## src/rtl/nonogram_pkg.sv

```systemverilog
// Shared types and defaults for the nonogram line scheduler and solver.
// Holds the scheduler state encoding and the line-count/index-width defaults.
package nonogram_pkg;

    localparam int NUM_LINES = 32;
    localparam int IDX_W     = 5;
    localparam int PASS_W    = 8;

    typedef enum logic [2:0] {
        IDLE,
        LOAD,
        ISSUE,
        WAIT,
        DONE,
        STALL
    } sched_state_t;

endpackage

```

## src/rtl/line_index_queue.sv

```systemverilog
// Circular queue of pending line indices with head/tail pointers and occupancy.
// Pointers wrap modulo DEPTH; clr_i empties the queue in one cycle.
module line_index_queue #(
    parameter int DEPTH = nonogram_pkg::NUM_LINES,
    parameter int IW    = nonogram_pkg::IDX_W
) (
    input  logic          clk,
    input  logic          rst_n,
    input  logic          clr_i,
    input  logic          push_i,
    input  logic [IW-1:0] push_data_i,
    input  logic          pop_i,
    output logic [IW-1:0] head_data_o,
    output logic [IW:0]   occ_o,
    output logic          empty_o
);

    logic [IW-1:0] mem_q [DEPTH];
    logic [IW-1:0] head_q, head_d;
    logic [IW-1:0] tail_q, tail_d;
    logic [IW:0]   occ_q, occ_d;

    function automatic logic [IW-1:0] ptr_inc(input logic [IW-1:0] p);
        return (p == IW'(DEPTH - 1)) ? '0 : p + 1'b1;
    endfunction

    always_comb begin
        head_d = head_q;
        tail_d = tail_q;
        occ_d  = occ_q;
        if (clr_i) begin
            head_d = '0;
            tail_d = '0;
            occ_d  = '0;
        end else begin
            if (push_i) tail_d = ptr_inc(tail_q);
            if (pop_i)  head_d = ptr_inc(head_q);
            occ_d = occ_q + (IW+1)'(push_i) - (IW+1)'(pop_i);
        end
    end

    always_ff @(posedge clk or negedge rst_n) begin
        if (!rst_n) begin
            head_q <= '0;
            tail_q <= '0;
            occ_q  <= '0;
        end else begin
            head_q <= head_d;
            tail_q <= tail_d;
            occ_q  <= occ_d;
        end
    end

    always_ff @(posedge clk) begin
        if (push_i && !clr_i) mem_q[tail_q] <= push_data_i;
    end

    assign head_data_o = mem_q[head_q];
    assign occ_o       = occ_q;
    assign empty_o     = (occ_q == '0);

endmodule

```

## src/rtl/nonogram_line_scheduler.sv

```systemverilog
// Work-queue scheduler feeding line indices to the nonogram line solver.
// Define SCHED_PERF_EN to enable the saturating issued_cnt performance counter.
module nonogram_line_scheduler #(
    parameter int NUM_LINES = 32,
    parameter int IDX_W     = 5,
    parameter int PASS_W    = 8
) (
    input  logic              clk,
    input  logic              rst_n,
    input  logic              start,
    input  logic [IDX_W:0]    num_lines,
    output logic              line_valid,
    input  logic              line_ready,
    output logic [IDX_W-1:0]  line_idx,
    input  logic              res_valid,
    input  logic              res_put_back,
    input  logic              res_progress,
    output logic              busy,
    output logic              done,
    output logic              stall,
    output logic [PASS_W-1:0] pass_cnt,
    output logic [15:0]       issued_cnt
);

    import nonogram_pkg::*;

    localparam int CW = IDX_W + 1;

    sched_state_t      state_q, state_d;
    logic [CW-1:0]     n_q, n_d;
    logic [CW-1:0]     load_k_q, load_k_d;
    logic [CW-1:0]     pass_left_q, pass_left_d;
    logic [CW-1:0]     noprog_q, noprog_d;
    logic [IDX_W-1:0]  held_q, held_d;
    logic [IDX_W-1:0]  idx_q, idx_d;
    logic              vld_q, vld_d;
    logic [PASS_W-1:0] pass_q, pass_d;

    logic              start_ok, hs;
    logic              q_push, q_pop, q_empty;
    logic [IDX_W-1:0]  q_wdata, q_head, issue_idx;
    logic [CW-1:0]     q_occ, occ_after, n_clamp;

    assign start_ok  = start && (state_q inside {IDLE, DONE, STALL});
    assign hs        = vld_q && line_ready;
    assign n_clamp   = (num_lines > CW'(NUM_LINES)) ? CW'(NUM_LINES) : num_lines;
    assign q_pop     = (state_q == ISSUE) && hs;
    assign q_push    = (state_q == LOAD) ||
                       ((state_q == WAIT) && res_valid && res_put_back);
    assign q_wdata   = (state_q == LOAD) ? load_k_q[IDX_W-1:0] : held_q;
    assign occ_after = q_occ + CW'(res_put_back);
    // An empty queue means this cycle's push will become the head entry
    assign issue_idx = q_empty ? q_wdata : q_head;

    line_index_queue #(
        .DEPTH (NUM_LINES),
        .IW    (IDX_W)
    ) u_queue (
        .clk         (clk),
        .rst_n       (rst_n),
        .clr_i       (start_ok),
        .push_i      (q_push),
        .push_data_i (q_wdata),
        .pop_i       (q_pop),
        .head_data_o (q_head),
        .occ_o       (q_occ),
        .empty_o     (q_empty)
    );

    always_comb begin
        state_d     = state_q;
        n_d         = n_q;
        load_k_d    = load_k_q;
        pass_left_d = pass_left_q;
        noprog_d    = noprog_q;
        held_d      = held_q;
        idx_d       = idx_q;
        vld_d       = vld_q;
        pass_d      = pass_q;
        unique case (state_q)
            IDLE, DONE, STALL: begin
                if (start_ok) begin
                    pass_d = '0;
                    if (n_clamp == '0) begin
                        state_d = DONE;
                    end else begin
                        state_d  = LOAD;
                        n_d      = n_clamp;
                        load_k_d = '0;
                    end
                end
            end
            LOAD: begin
                load_k_d = load_k_q + 1'b1;
                if (load_k_d == n_q) begin
                    state_d     = ISSUE;
                    pass_left_d = n_q;
                    noprog_d    = '0;
                    vld_d       = 1'b1;
                    idx_d       = issue_idx;
                end
            end
            ISSUE: begin
                if (hs) begin
                    state_d = WAIT;
                    vld_d   = 1'b0;
                    held_d  = idx_q;
                end
            end
            WAIT: begin
                if (res_valid) begin
                    noprog_d    = res_progress ? '0 : noprog_q + 1'b1;
                    pass_left_d = pass_left_q - 1'b1;
                    if (pass_left_q == CW'(1)) begin
                        if (pass_q != '1) pass_d = pass_q + 1'b1;
                        pass_left_d = occ_after;
                    end
                    if (occ_after == '0) begin
                        state_d = DONE;
                    end else if (!res_progress &&
                                 ((noprog_q + 1'b1) >= occ_after)) begin
                        state_d = STALL;
                    end else begin
                        state_d = ISSUE;
                        vld_d   = 1'b1;
                        idx_d   = issue_idx;
                    end
                end
            end
            default: state_d = IDLE;
        endcase
    end

    always_ff @(posedge clk or negedge rst_n) begin
        if (!rst_n) begin
            state_q     <= IDLE;
            n_q         <= '0;
            load_k_q    <= '0;
            pass_left_q <= '0;
            noprog_q    <= '0;
            held_q      <= '0;
            idx_q       <= '0;
            vld_q       <= 1'b0;
            pass_q      <= '0;
        end else begin
            state_q     <= state_d;
            n_q         <= n_d;
            load_k_q    <= load_k_d;
            pass_left_q <= pass_left_d;
            noprog_q    <= noprog_d;
            held_q      <= held_d;
            idx_q       <= idx_d;
            vld_q       <= vld_d;
            pass_q      <= pass_d;
        end
    end

    assign line_valid = vld_q;
    assign line_idx   = idx_q;
    assign busy       = state_q inside {LOAD, ISSUE, WAIT};
    assign done       = (state_q == DONE);
    assign stall      = (state_q == STALL);
    assign pass_cnt   = pass_q;

`ifdef SCHED_PERF_EN
    logic [15:0] issued_q;

    always_ff @(posedge clk or negedge rst_n) begin
        if (!rst_n) begin
            issued_q <= '0;
        end else if (start_ok) begin
            issued_q <= '0;
        end else if (hs && (issued_q != 16'hFFFF)) begin
            issued_q <= issued_q + 1'b1;
        end
    end

    assign issued_cnt = issued_q;
`else
    assign issued_cnt = '0;
`endif

endmodule

```

## config.mk

```make
export PLATFORM = sky130hd
export DESIGN_NAME = nonogram_line_scheduler
export DESIGN_NICKNAME = d
export VERILOG_FILES = /design/src/rtl/nonogram_pkg.sv /design/src/rtl/line_index_queue.sv /design/src/rtl/nonogram_line_scheduler.sv
export SDC_FILE = /design/constraint.sdc
export NUM_CORES = 1
export LEC_CHECK = 0
export BUFFER_PORTS_ARGS = -buffer_cell sky130_fd_sc_hd__clkbuf_2
export CORE_MARGIN = 1
export CORE_UTILIZATION = 28
export CTS_CLUSTER_SIZE = 14
export DETAILED_ROUTE_END_ITERATION = 8
export GPL_TIMING_DRIVEN = 0
export HOLD_SLACK_MARGIN = 0.12
export PLACE_DENSITY = 0.42
export SETUP_SLACK_MARGIN = 0.02
export SLEW_MARGIN = 10
export SYNTH_ARGS = -nofsm -noshare
export SYNTH_HDL_FRONTEND = slang
export SYNTH_SLANG_ARGS = --single-unit
export TNS_END_PERCENT = 10
```

## constraint.sdc

```tcl
create_clock -name clk -period 3.7 [get_ports clk]
set_input_delay 0.185 -clock clk [delete_from_list [all_inputs] [get_ports clk]]
set_output_delay 0.185 -clock clk [all_outputs]
set_load 0.02 [all_outputs]
```

==> results_dict.tcl <==
set metrics [dict create \
    outcome "finished clean" \
    sequential_cell_area_fraction_in_the_yosys_report_pct 61.19 \
    post_route_cells_drive_above_1_share_pct 18.23 \
    crit_path_max_incr_delay_ns 0.51 \
    rsz0062_at_grt "no" \
    synthesis.area_per_instance_um2 13.60 \
    layout_commonest_cell "sky130_fd_sc_hd__edfxtp_1" \
    setup_fix_buffers_added_after_clock_tree_synthesis 0 \
    critical_path_class "reg2reg" \
    root_buffer "sky130_fd_sc_hd__clkbuf_16" \
    finalSetupTns_ns 0 \
    numCtsBuffers 27 \
    maxCapViolations 0 \
    cts_buffer_depth 3 \
    switchingPower_mw 3.131 \
    worstHoldPathType "in2async" \
    count_of_antenna_diodes_in_the_layout 0 \
    grt_pass1_wl_mm 39.40 \
    via_count 6305 \
    synth-edff-count 160 \
    fin_hold_ws_ns 0.1490 \
    fin_skew_ns 0.01259 \
    port_buffers 29 \
    gp_congestion 0.7711 \
    fill_cells 3552 \
    achievable-frequency_ghz 0.3150 \
    yosys_warnings 0 \
    vdd.ir_drop.worst_uv 376.8 \
    worst_max_slew_pin_slew_ns 1.103 \
    p_sw_share_pct 34.41 \
    cts-resized-gates 0 \
    fp.dieH_um 194.6 \
    leakage_nw 4.514 \
    path_common_cell "sky130_fd_sc_hd__ha_1" \
    antenna_found_initial 0 \
    ios 46 \
    initialDrtViolationCount 408 \
    die_width_um 194.6 \
    dpl-instance-area_mm2 0.01121 \
    startpoint_kind_of_the_worst_setup_timing_path "register" \
    maxSlewHeadroom_pct 26.30 \
    antenna_left 0 \
    power_density_mw_per_mm2 744.1 \
    initial_utilization_pct 28.44 \
    core_region_area_mm2 0.03652 \
    pwr-share-comb_pct 31.9 \
    grt-ovfl-total 0 \
    ys_async_sr_fraction_pct 27.93 \
    power.share.sequential_pct 39.3 \
    maximum_fanout_along_the_worst_path 6 \
    postSynth.topFlopCell "sky130_fd_sc_hd__edfxtp_1" \
    cts.clk_slew.worst_paths_ns 0.06 \
    finalCriticalPeriod_ns 3.175 \
    timing.final.crit_share_pct 85.80 \
    tritoncts "yes" \
    power.share.clock_pct 28.8 \
    yosys_register_bits 222 \
    global_route.usage.total_pct 13.81 \
    timing.critical_path.cells "ha_1 -> ha_1 -> nand2_1 -> xnor2_1 -> ha_1 -> a21o_1 -> a221oi_1 -> o22ai_2 -> nor2b_1 -> buf_4 -> mux2_4" \
    hpwlAfterDp_mm 17.32 \
    clock_sink_count 222 \
    vias_per_cell 4.705 \
    wl_mm 25.71 \
    synth_area_mm2 0.01039 \
    wl_per_cell_um 19.19 \
    final-max-slew-violation-count 0 \
    worst_path_required_ns 4.14 \
    detailedRoute.firstPassIterationCount 5 \
    post_layout_inst_area_mm2 0.01223 \
    final-setup-viol-count 0 \
    layout.nets 897 \
    cts_htree_levels 1 \
    insertion_delay_ns 0.56 \
    pin_count_of_the_biggest_net_entering_global_routing 40 \
    area_of_the_die_mm2 0.03787 \
    area_growth_pct 17.69 \
    drc_errors 0 \
    grt_pass1_vias 6247 \
    cts_hold_repair.buffers 14 \
    post_synth_inst_count 764 \
    ys_types 68 \
    crit_slowest_cell "sky130_fd_sc_hd__a221oi_1" \
    final_cell_mix "sky130_fd_sc_hd__edfxtp_1, sky130_fd_sc_hd__nor2_1, sky130_fd_sc_hd__nand2_1" \
    finalHoldViolCount 0 \
    cellInternalPower_mw 5.966 \
    num_rows 70 \
    cp-end-kind "register" \
    cp.arrival_ns 3.62 \
]
## final cells by class
class	count	area [µm²]	area share, %
Clock inverter	13	153.9	1.259
Clock buffer	36	709.4	5.803
Timing Repair Buffer	44	325.3	2.661
Tap cell	468	585.6	4.790
Buffer	52	306.5	2.507
Sequential cell	222	6356	51.99
Multi-Input combinational cell	483	3706	30.31
Inverter	22	82.58	0.6755
## power by group through the flow
| stage | clock network [mW] | logic [mW] | registers, mW |
|---|---|---|---|
| after global routing | 2.77 | 3.25 | 3.62 |
| after CTS | 2.69 | 2.97 | 3.58 |
| after global placement | 0 | 2.91 | 3.64 |
| after detailed placement | 0 | 2.93 | 3.63 |
| final | 2.62 | 2.91 | 3.58 |
| after floorplan | 0 | 2.01 | 3.57 |
## critical path, delay by kind of cell, from the launching register on
| family | cells | cell delay (ns) |
|---|---|---|
| compound gates | 3 | 0.84 |
| fa+ha+maj | 3 | 0.79 |
| flops | 1 | 0.40 |
| xor+xnor | 1 | 0.32 |
| mux | 1 | 0.30 |
| simple gates | 2 | 0.22 |
| buf+inv | 1 | 0.19 |
## metal layers
| layer | wire length (µm) | GRT usage, % |
|---|---|---|
| met5 | 0 | 0 |
| met4 | 541 | 4.233 |
| met3 | 981 | 2.186 |
| met2 | 11850 | 21.92 |
| met1 | 12340 | 19.34 |
## final timing paths
path | startpoint | to | slack [ns] | cells past startpoint
max | u_queue.occ_o[0] | line_idx[1] | 0.53 | 11
min | rst_n | noprog_q[5] | 0.15 | 3
max reg2reg | u_queue.occ_o[0] | line_idx[1] | 0.53 | 11
min reg2reg | held_q[0] | held_q[0] | 0.48 | 2
max in group asynchronous | rst_n | pass_cnt[2] | 3.30 | 3
min in group clk | res_put_back | u_queue.tail_q[3] | 0.26 | 5
## cells in the mapped netlist (5+ instances only)
cell / n / area (µm²)
sky130_fd_sc_hd__edfxtp_1: 160 / 4805
sky130_fd_sc_hd__nand2_1: 77 / 289.0
sky130_fd_sc_hd__nor2_1: 76 / 285.3
sky130_fd_sc_hd__dfrtp_1: 62 / 1551
sky130_fd_sc_hd__mux4_2: 37 / 833.3
sky130_fd_sc_hd__ha_1: 31 / 387.9
sky130_fd_sc_hd__mux2i_1: 25 / 250.2
sky130_fd_sc_hd__o21ai_0: 25 / 125.1
sky130_fd_sc_hd__inv_1: 21 / 78.83
sky130_fd_sc_hd__a21oi_1: 20 / 100.1
sky130_fd_sc_hd__buf_4: 19 / 142.6
sky130_fd_sc_hd__clkbuf_1: 18 / 67.56
sky130_fd_sc_hd__nand3_1: 16 / 80.08
sky130_fd_sc_hd__xnor2_1: 15 / 131.4
sky130_fd_sc_hd__xor2_1: 13 / 113.9
sky130_fd_sc_hd__a31oi_1: 11 / 68.82
sky130_fd_sc_hd__nor2b_1: 11 / 68.82
sky130_fd_sc_hd__buf_2: 8 / 40.04
sky130_fd_sc_hd__nand3b_1: 8 / 60.06
sky130_fd_sc_hd__mux2_2: 6 / 67.56
sky130_fd_sc_hd__nand2b_1: 6 / 37.54
sky130_fd_sc_hd__nor3_1: 6 / 30.03
sky130_fd_sc_hd__and3_1: 5 / 31.28
## stage by stage
stage	util [%]	total power, mW	worst slack, ns	instances
after global placement	30.60	6.554	0.5098	1276
after detailed placement	30.70	6.559	0.5100	1277
after CTS	33.47	9.240	0.4929	1340
after floorplan	-	5.580	1.020	779
final	33.47	9.097	0.5255	1340
after global routing	33.47	9.642	0.1933	1340
## cells by family after synthesis
group	share of synthesized area [%]
AND/OR/NAND/NOR	10.94
adder cells (fa/ha/maj)	3.927
AO/OA/AOI/OAI	6.143
XOR/XNOR	2.361
flip-flops	61.19
other	0.03610
buffers and inverters	3.746
multiplexers	11.66
## state kept, by name (all words and copies together) (netlist names)
| register | count |
|---|---|
| pass_left_q | 6 |
| pass_cnt | 8 |
| u_queue.occ_o | 6 |
| state_q | 3 |
| noprog_q | 6 |
| n_q | 6 |
| u_queue.mem_q | 160 |
| held_q | 5 |
| line_valid | 1 |
| u_queue.head_q | 5 |
| u_queue.tail_q | 5 |
| load_k_q | 6 |
| line_idx | 5 |
Power figures use the tool's default switching activity.
